## src/rtl/vga_timing_gen.sv

```systemverilog
// ---------------------------------------------------------------------------
// vga_timing_gen
//
// Parametrised raster timing generator with a built-in test-pattern source.
// Horizontal and vertical counters step on every clk edge that has pix_en=1.
// All outputs are registered from the current counter position. Each output
// therefore reflects position (h,v) one enabled cycle after the counters
// held (h,v).
//
// Line order (both axes): active, front porch, sync, back porch.
//
// Ports
//   clk          system clock
//   rst          asynchronous, active-low reset
//   pix_en       pixel-rate enable; nothing advances while it is 0
//   mode_sel     pattern select (00 solid, 01 bars, 10 checker, 11 gradient),
//                taken only on the enabled cycle at h=0,v=0
//   fg_color     {R,G,B} colour for the solid and checker patterns
//   hsync/vsync  sync outputs, active level set by H_POL / V_POL
//   de           data enable, 1 inside the active area
//   x, y         active-area coordinates, 0 outside the active area
//   red/green/blue  pixel colour, 0 while de=0
//   line_start   one-cycle pulse for the output cycle of h=0
//   frame_start  one-cycle pulse for the output cycle of h=0,v=0
//   frame_cnt    (only with VGA_FRAME_COUNT_EN) 16-bit count of frame_start
//                output cycles; wraps from 0xFFFF to 0
//
// Optional feature macro: VGA_FRAME_COUNT_EN
// CW must be at least 8 and must be larger than CHK_LOG2.
// ---------------------------------------------------------------------------
module vga_timing_gen #(
    parameter int H_ACTIVE = 640,
    parameter int H_FP     = 16,
    parameter int H_SYNC   = 96,
    parameter int H_BP     = 48,
    parameter int V_ACTIVE = 480,
    parameter int V_FP     = 10,
    parameter int V_SYNC   = 2,
    parameter int V_BP     = 33,
    parameter int H_POL    = 0,
    parameter int V_POL    = 0,
    parameter int CW       = 12,
    parameter int CHK_LOG2 = 5
) (
    input  logic          clk,
    input  logic          rst,
    input  logic          pix_en,
    input  logic [1:0]    mode_sel,
    input  logic [23:0]   fg_color,
    output logic          hsync,
    output logic          vsync,
    output logic          de,
    output logic [CW-1:0] x,
    output logic [CW-1:0] y,
    output logic [7:0]    red,
    output logic [7:0]    green,
    output logic [7:0]    blue,
    output logic          line_start,
    output logic          frame_start
`ifdef VGA_FRAME_COUNT_EN
    ,
    output logic [15:0]   frame_cnt
`endif
);

    localparam int H_TOTAL = H_ACTIVE + H_FP + H_SYNC + H_BP;
    localparam int V_TOTAL = V_ACTIVE + V_FP + V_SYNC + V_BP;
    localparam int BAR_W   = H_ACTIVE >> 3;

    localparam logic [CW-1:0] H_LAST   = CW'(H_TOTAL - 1);
    localparam logic [CW-1:0] V_LAST   = CW'(V_TOTAL - 1);
    localparam logic [CW-1:0] H_ACT    = CW'(H_ACTIVE);
    localparam logic [CW-1:0] V_ACT    = CW'(V_ACTIVE);
    localparam logic [CW-1:0] HS_START = CW'(H_ACTIVE + H_FP);
    localparam logic [CW-1:0] HS_END   = CW'(H_ACTIVE + H_FP + H_SYNC);
    localparam logic [CW-1:0] VS_START = CW'(V_ACTIVE + V_FP);
    localparam logic [CW-1:0] VS_END   = CW'(V_ACTIVE + V_FP + V_SYNC);
    localparam logic [CW-1:0] BAR_LAST = CW'(BAR_W - 1);
    localparam logic [CW-1:0] CNT_ONE  = CW'(1);
    localparam logic          HS_ACT   = (H_POL != 0);
    localparam logic          VS_ACT   = (V_POL != 0);

    logic [CW-1:0] h_cnt;
    logic [CW-1:0] v_cnt;
    logic [CW-1:0] bar_px;   // pixel position inside the current bar
    logic [2:0]    bar_idx;  // bar index for the current h_cnt, saturates at 7
    logic [1:0]    mode_q;

    logic          h_wrap;
    logic          v_wrap;
    logic          at_origin;
    logic [1:0]    mode_eff;
    logic          de_c;
    logic          hs_c;
    logic          vs_c;
    logic [23:0]   bar_rgb;
    logic [23:0]   rgb_c;

    assign h_wrap    = (h_cnt == H_LAST);
    assign v_wrap    = (v_cnt == V_LAST);
    assign at_origin = (h_cnt == '0) && (v_cnt == '0);
    // The frame's first pixel already uses the newly selected mode.
    assign mode_eff  = at_origin ? mode_sel : mode_q;
    assign de_c      = (h_cnt < H_ACT) && (v_cnt < V_ACT);
    assign hs_c      = ((h_cnt >= HS_START) && (h_cnt < HS_END)) ? HS_ACT : ~HS_ACT;
    assign vs_c      = ((v_cnt >= VS_START) && (v_cnt < VS_END)) ? VS_ACT : ~VS_ACT;

    // Position counters, bar tracking and frame-locked mode register.
    always_ff @(posedge clk or negedge rst) begin
        if (!rst) begin
            h_cnt   <= '0;
            v_cnt   <= '0;
            bar_px  <= '0;
            bar_idx <= 3'd0;
            mode_q  <= 2'b00;
        end else if (pix_en) begin
            if (h_wrap) begin
                h_cnt <= '0;
                v_cnt <= v_wrap ? '0 : v_cnt + CNT_ONE;
            end else begin
                h_cnt <= h_cnt + CNT_ONE;
            end

            // Bar index follows h_cnt without a divider: a pixel counter
            // rolls every BAR_W pixels and bumps the index.
            if (h_wrap) begin
                bar_px  <= '0;
                bar_idx <= 3'd0;
            end else if (bar_px == BAR_LAST) begin
                bar_px <= '0;
                if (bar_idx != 3'd7) begin
                    bar_idx <= bar_idx + 3'd1;
                end
            end else begin
                bar_px <= bar_px + CNT_ONE;
            end

            if (at_origin) begin
                mode_q <= mode_sel;
            end
        end
    end

    always_comb begin
        bar_rgb = 24'h000000;
        case (bar_idx)
            3'd0:    bar_rgb = 24'hFFFFFF;  // white
            3'd1:    bar_rgb = 24'hFFFF00;  // yellow
            3'd2:    bar_rgb = 24'h00FFFF;  // cyan
            3'd3:    bar_rgb = 24'h00FF00;  // green
            3'd4:    bar_rgb = 24'hFF00FF;  // magenta
            3'd5:    bar_rgb = 24'hFF0000;  // red
            3'd6:    bar_rgb = 24'h0000FF;  // blue
            default: bar_rgb = 24'h000000;  // black, also leftover pixels
        endcase
    end

    always_comb begin
        rgb_c = 24'h000000;
        if (de_c) begin
            case (mode_eff)
                2'b00:   rgb_c = fg_color;
                2'b01:   rgb_c = bar_rgb;
                2'b10:   rgb_c = (h_cnt[CHK_LOG2] ^ v_cnt[CHK_LOG2]) ? 24'h000000 : fg_color;
                default: rgb_c = {3{h_cnt[7:0]}};
            endcase
        end
    end

    // Output register: every output takes the same single enabled cycle of
    // latency. During a stall the strobes drop and everything else holds.
    always_ff @(posedge clk or negedge rst) begin
        if (!rst) begin
            hsync       <= ~HS_ACT;
            vsync       <= ~VS_ACT;
            de          <= 1'b0;
            x           <= '0;
            y           <= '0;
            red         <= 8'd0;
            green       <= 8'd0;
            blue        <= 8'd0;
            line_start  <= 1'b0;
            frame_start <= 1'b0;
        end else if (pix_en) begin
            hsync       <= hs_c;
            vsync       <= vs_c;
            de          <= de_c;
            x           <= de_c ? h_cnt : '0;
            y           <= de_c ? v_cnt : '0;
            red         <= rgb_c[23:16];
            green       <= rgb_c[15:8];
            blue        <= rgb_c[7:0];
            line_start  <= (h_cnt == '0);
            frame_start <= at_origin;
        end else begin
            line_start  <= 1'b0;
            frame_start <= 1'b0;
        end
    end

`ifdef VGA_FRAME_COUNT_EN
    // Counts in step with the frame_start output register.
    always_ff @(posedge clk or negedge rst) begin
        if (!rst) begin
            frame_cnt <= 16'd0;
        end else if (pix_en && at_origin) begin
            frame_cnt <= frame_cnt + 16'd1;
        end
    end
`endif

endmodule

```

## config.mk

```make
export PLATFORM = sky130hd
export DESIGN_NAME = vga_timing_gen
export DESIGN_NICKNAME = d
export VERILOG_FILES = /design/src/rtl/vga_timing_gen.sv
export SDC_FILE = /design/constraint.sdc
export NUM_CORES = 1
export LEC_CHECK = 0
export ABC_AREA = 1
export CAP_MARGIN = 20
export CORE_MARGIN = 10
export CORE_UTILIZATION = 30
export DETAILED_ROUTE_END_ITERATION = 7
export PLACE_DENSITY = 0.51
export SYNTH_ARGS = -nofsm -noshare
export SYNTH_HDL_FRONTEND = slang
export SYNTH_SLANG_ARGS = --single-unit
```

## constraint.sdc

```tcl
create_clock -name clk -period 5.65 [get_ports clk]
set_input_delay 0.8475 -clock clk [delete_from_list [all_inputs] [get_ports clk]]
set_output_delay 0.8475 -clock clk [all_outputs]
set_load 0.05 [all_outputs]
```

==> results of run 1 <==
[final cells by class]
class,instances,area (um^2),share of cell area [%]
inverters,64,240,3.91
flip-flops and latches,94,2350,38.4
well taps,216,270,4.40
clock buffers,10,239,3.89
repair buffers,84,831,13.5
multi-input cells,418,2110,34.4
clock inverters,6,91.3,1.49
[per-stage QoR]
step                      area (um^2)  hold slack [ns]
final                            6140            0.415
after CTS                        6140            0.411
after floorplan                  4790            0.470
after detailed placement         5810            0.470
after global placement           5810            0.463
after global routing             6140            0.419
[kinds of logic after synthesis]
kind of cell	count (synthesis)	share of synthesized area [%]
xor+xnor	16	2.92
fa+ha+maj	11	2.87
flops	94	49.1
compound gates	44	4.96
buf+inv	77	6.81
simple gates	345	32.9
mux	2	0.418
[placed cells by master (no fill, tap or decap), types with 12 or more instances in the layout]
master           instances
nor2_1                  35
nand3_1                 49
dfrtp_1                 92
nand2_2                 16
nand2_1                195
nor3_1                  16
a21oi_1                 12
xor2_1                  15
clkdlybuf4s50_1         80
o21ai_0                 23
inv_1                   57
[state kept, by name (all words and copies together) (netlist names)]
register,count
bar_idx,3
bar_px,12
blue,8
de,1
frame_start,1
green,8
h_cnt,12
hsync,1
line_start,1
mode_q,2
red,8
v_cnt,12
vsync,1
x,12
y,12
[worst max-delay path: cells and delay by family]
family / cells / cell delay, ns
AOI/OAI and AO/OA: 1 / 0.26
buffers and inverters: 4 / 1.16
and+or+nand+nor: 1 / 0.65
[power by group through the flow]
| stage | Clock, mW | Combinational [mW] | Sequential, mW |
|---|---|---|---|
| after detailed placement | 0 | 0.267 | 0.815 |
| after global placement | 0 | 0.264 | 0.815 |
| after CTS | 0.684 | 0.269 | 0.802 |
| after floorplan | 0 | 0.191 | 0.799 |
| final | 0.665 | 0.266 | 0.803 |
| after global routing | 0.718 | 0.308 | 0.812 |
[layer usage]
metal	share of wire, %	wire [um]	GRT usage, %
met2	46	6150	19.9
met5	0	0	0
met4	1.5	204	4.20
met3	4.2	553	2.72
met1	48	6400	16.5
[how the worst min path moves through the flow]
stage	cells past startpoint	slack, ns	endpoint	start
5_1_grt	1	0.42	green[4]	rst
4_1_cts	1	0.41	blue[7]	rst
2_1_floorplan	2	0.47	bar_idx[2]	bar_idx[2]
3_3_place_gp	2	0.46	red[5]	red[5]
6_report	1	0.41	blue[7]	rst
3_5_place_dp	2	0.47	green[3]	green[3]
==> results.yml, run 1 <==
outcome:
  status: "complete, no violations"
cells_and_area:
  finalNonFillerCells: 892
  fin_nets: 711
  fin_util_pct: 38.9
  antenna_cells: 0
  area_delta_synth_final_pct: 28.1
  drive_gt1_share_pct: 8.43
  fillCellCount: 1616
logic_synthesis:
  netlist_instances: 589
  synth_ff_type: "dfrtp_1"
  yosysWarnings: 0
  synth-seq-area-share_pct: 49.1
  ys_ff_latch: 94
  synth_top_area_cell: "dfrtp_1"
  synth_top_area_share_pct: 48.0
  synth_edf_count: 0
  ys_types: 39
  synthesis.area_um2: 4790
  syn_area_per_cell_um2: 8.14
  async_flop_share_pct: 100
  synth_commonest_cells: "195 x nand2_1, 92 x dfrtp_1, 57 x inv_1"
  syn_nets: 629
  synthMostInstantiatedCell: "nand2_1"
  netlist_top_cells_area: "dfrtp_1 48%, nand2_1 15%, nand3_1 5.1%"
floorplanning:
  die_w_um: 146
  core_um2: 15800
  dieHeight_um: 146
  rows: 46
  start_util_pct: 30.4
  dieArea_um2: 21400
  num_io_pins: 82
setup_path:
  end_kind: "flip-flop"
  cp_max_fo: 23
  cp_slowest_cell: "nor2_1"
  reg2reg_to: "y[7]"
  worstReg2RegStart: "v_cnt[5]"
  setup.worst_path.start: "pix_en"
  cpPeakStageDelay_ns: 0.65
  crit_type: "input port to flip-flop"
  r2r_setup_slack_ns: 3.18
  worstSetupEndpoint: "y[7]"
  reg2reg_depth: 7
  cp-start-kind: "input port"
  crit_chain: "clkdlybuf4s50_1 > buf_4 > inv_2 > nor2_1 > inv_1 > o21ai_0"
  worst_ep_required_time_ns: 5.90
  arrival_ns: 2.92
route:
  drt_wl_total_um: 13300
  ant_nets: 0
  avgRoutedWirePerCell_um: 14.9
  vias_per_cell: 4.59
  drt_iter0_markers: 270
  drc: 0
  first_pass_iters: 4
  vias: 4098
timing:
  skew_ns: 0.0168
  relSlewSlack_pct: 42.7
  rsz0062_at_grt: "false"
  period_share_pct: 47.3
  fmax_mhz: 375
  hold_viol_final: 0
  worst_pin_slew_ns: 0.859
  setup_ws_ns: 2.98
  fin_crit_ns: 2.67
  fin_tns_setup_ns: 0
  setup_viol: 0
  drv_slew: 0
clock_network:
  insertion_delay_ns: 0.35
  clockRootBuffer: "clkbuf_16"
  cts_resized: 0
  clockBufferDepth: 2
  path_clk_slew_ns: 0.07
  cts_sinks: 94
  cts_tree: "done"
  cts_setup_buffers: 0
  numCtsBuffers: 9
  hold_buffers: 0
  cts_max_level: 3
global_routing:
  grt_pass1_wl_um: 22000
  grt_antenna_before_repair: 0
  grt_pass1_vias: 4125
  grt_max_degree: 68
  gr-usage-all-layers_pct: 12.5
  grt.overflow.total: 0
pwr:
  total_power_mw: 1.73
  p_sw_mw: 0.504
  p_clk_share_pct: 38.4
  p_int_mw: 1.23
  seqPwrFrac_pct: 46.3
  cellPowerDensity_nw_per_um2: 282
  p_comb_share_pct: 15.3
  p_sw_share_pct: 29.1
  vdd_ir_drop_max_v: 0.000150
  power.leakage_nw: 3.06
place:
  pre_cts_slack_ns: 2.61
  dp_cells: 876
  portBuffers: 81
  gp_congestion: 0.822
  dp_hpwl_um: 10200
run:
  cap_violations: 0
min_path:
  hp-class: "input port to asynchronous set/reset pin"
Note: power is estimated with default switching activity, not from simulation.
==> run 2, diff against run 1 <==
clock period = 2.46 ns   (was 5.65 ns; I/O delays follow)
==> run 2 against run 1 <==
  * Utilization is 0.38 points higher
  * Sequential cell count stayed put
  * Critical path depth is 7 higher
  * Cell count is 0.45% higher
  * Wire length is 3.4% higher
  * Power is 140% higher
  * First-iteration DRC count is 26% higher
  * Highest routed layer unchanged
==> results.yml, run 2 (synthesis gave the netlist of run 1 again) <==
floorplanning:
  core_um2: 15800
  num_io_pins: 82
  rows: 46
  die_w_um: 146
  dieHeight_um: 146
  start_util_pct: 30.4
  dieArea_um2: 21400
timing:
  relSlewSlack_pct: 64.9
  hold_viol_final: 0
  period_share_pct: 88.6
  fin_crit_ns: 2.18
  skew_ns: 0.00717
  setup_viol: 0
  drv_slew: 0
  worst_pin_slew_ns: 0.525
  rsz0062_at_grt: "false"
  fmax_mhz: 459
  fin_tns_setup_ns: 0
clock_network:
  cts_sinks: 94
  cts_setup_buffers: 0
  clockRootBuffer: "clkbuf_16"
  path_clk_slew_ns: 0.07
  cts_tree: "done"
  clockBufferDepth: 2
  cts_max_level: 3
  numCtsBuffers: 9
  insertion_delay_ns: 0.35
route:
  first_pass_iters: 4
  vias: 4123
  ant_nets: 0
  drt_wl_total_um: 13800
  vias_per_cell: 4.60
  drc: 0
  drt_iter0_markers: 339
  avgRoutedWirePerCell_um: 15.4
global_routing:
  grt_pass1_vias: 4090
  grt_max_degree: 64
  grt_antenna_before_repair: 0
  gr-usage-all-layers_pct: 12.8
  grt.overflow.total: 0
  grt_pass1_wl_um: 22300
setup_path:
  reg2reg_depth: 13
  worstSetupEndpoint: "green[2]"
  worst_ep_required_time_ns: 2.70
  reg2reg_to: "green[2]"
  cp_slowest_cell: "dfrtp_1"
  critPathMostFrequentCell: "nand2_1"
  r2r_setup_slack_ns: 0.28
  crit_chain: "inv_1 > ha_1 > nand2_1 > nor2_1 > nand2_1 > nor2_4 > nand2_1 > nand2_1 > nand2_2 > nand3_1 > nand2_1 > nand2_1 > nand2_1"
  end_kind: "flip-flop"
  worstReg2RegStart: "v_cnt[0]"
  cpPeakStageDelay_ns: 0.44
  cp-start-kind: "flip-flop"
  cp_max_fo: 25
  crit_type: "flip-flop to flip-flop"
  setup.worst_path.start: "v_cnt[0]"
  arrival_ns: 2.42
pwr:
  vdd_ir_drop_max_v: 0.000353
  total_power_mw: 4.08
  cellPowerDensity_nw_per_um2: 658
  power.leakage_nw: 3.09
cells_and_area:
  antenna_cells: 0
  mostFrequentLayoutCells: "195 x nand2_1, 92 x dfrtp_1, 80 x clkdlybuf4s50_1, 57 x inv_1, 49 x nand3_1"
  layout_commonest_cell: "nand2_1"
  drive_gt1_share_pct: 8.68
  fillCellCount: 1628
  fin_nets: 716
  area_delta_synth_final_pct: 29.3
  postLayoutCellArea_um2: 6200
place:
  dp_hpwl_um: 10500
  dpl_cell_area_um2: 5850
  portBuffers: 81
  gp_congestion: 0.883
run:
  cap_violations: 0
min_path:
  hp-class: "flip-flop to flip-flop"
outcome:
  status: "complete, no violations"
[run 2: cell count changes in the layout (fill, tap and decap cells not counted), sizes merged]
cell	previous run	this run
inv	66	64
bufinv	2	3
clkbuf	10	11
clkinv	2	1
dlygate4sd3	0	1
buf	4	8
[run 2: final cells by class]
class                      count  area, um^2  area share, %
clock buffer                  11         243           3.92
inverter                      64         240           3.88
timing repair buffer          89         883           14.3
tap                          216         270           4.36
clock inverter                 4        95.1           1.53
multi-input combinational    418        2110           34.1
sequential                    94        2350           38.0
[run 2: stage by stage]
stage,cells,hold slack [ns],worst slack [ns],utilization [%]
after floorplan,589,0.0734,0.689,-
after global placement,880,0.337,0.296,37.1
after detailed placement,880,0.340,0.262,37.1
after CTS,896,0.484,0.252,39.3
after global routing,896,0.504,0.0465,39.3
final,896,0.481,0.280,39.3
[run 2: worst min-delay path by stage]
stage          cells after the start  startpoint    endpoint  slack, ns
5_1_grt                            2     blue[2]     blue[2]       0.50
6_report                           2    green[6]    green[6]       0.48
3_3_place_gp                       1         rst    green[1]       0.34
3_5_place_dp                       1         rst    green[4]       0.34
2_1_floorplan                      0         rst  bar_idx[0]       0.07
4_1_cts                            2    green[6]    green[6]       0.48
[run 2: routing by layer]
| metal | wire (um) | share of wire (%) | GRT usage [%] | vias to the layer above |
|---|---|---|---|---|
| met4 | 196 | 1.4 | 3.85 | 0 |
| li1 | - | - | - | 2060 |
| met3 | 698 | 5.1 | 3.21 | 9 |
| met5 | 0 | 0 | 0 | - |
| met1 | 6800 | 49 | 17.2 | 1932 |
| met2 | 6060 | 44 | 19.7 | 122 |
[run 2: repair_timing]
item,CTS,global route
hold buffers,1,0
gates resized for setup,0,0
endpoints found under the hold margin,31,0
[run 2: report_power, final]
group          leakage (nW)  switching [mW]  total (mW)  internal, mW
Combinational          1.70           0.398       0.637         0.239
Clock                 0.166           0.587        1.60          1.01
Sequential             1.22           0.168        1.84          1.67
Total                  3.09            1.15        4.08          2.93
[run 2: critical path: cells and delay by family, from the launching register on]
kind	cells	cell delay (ns)
adder cells (fa/ha/maj)	1	0.21
buffers and inverters	1	0.14
flip-flops	1	0.44
AND/OR/NAND/NOR	11	1.27
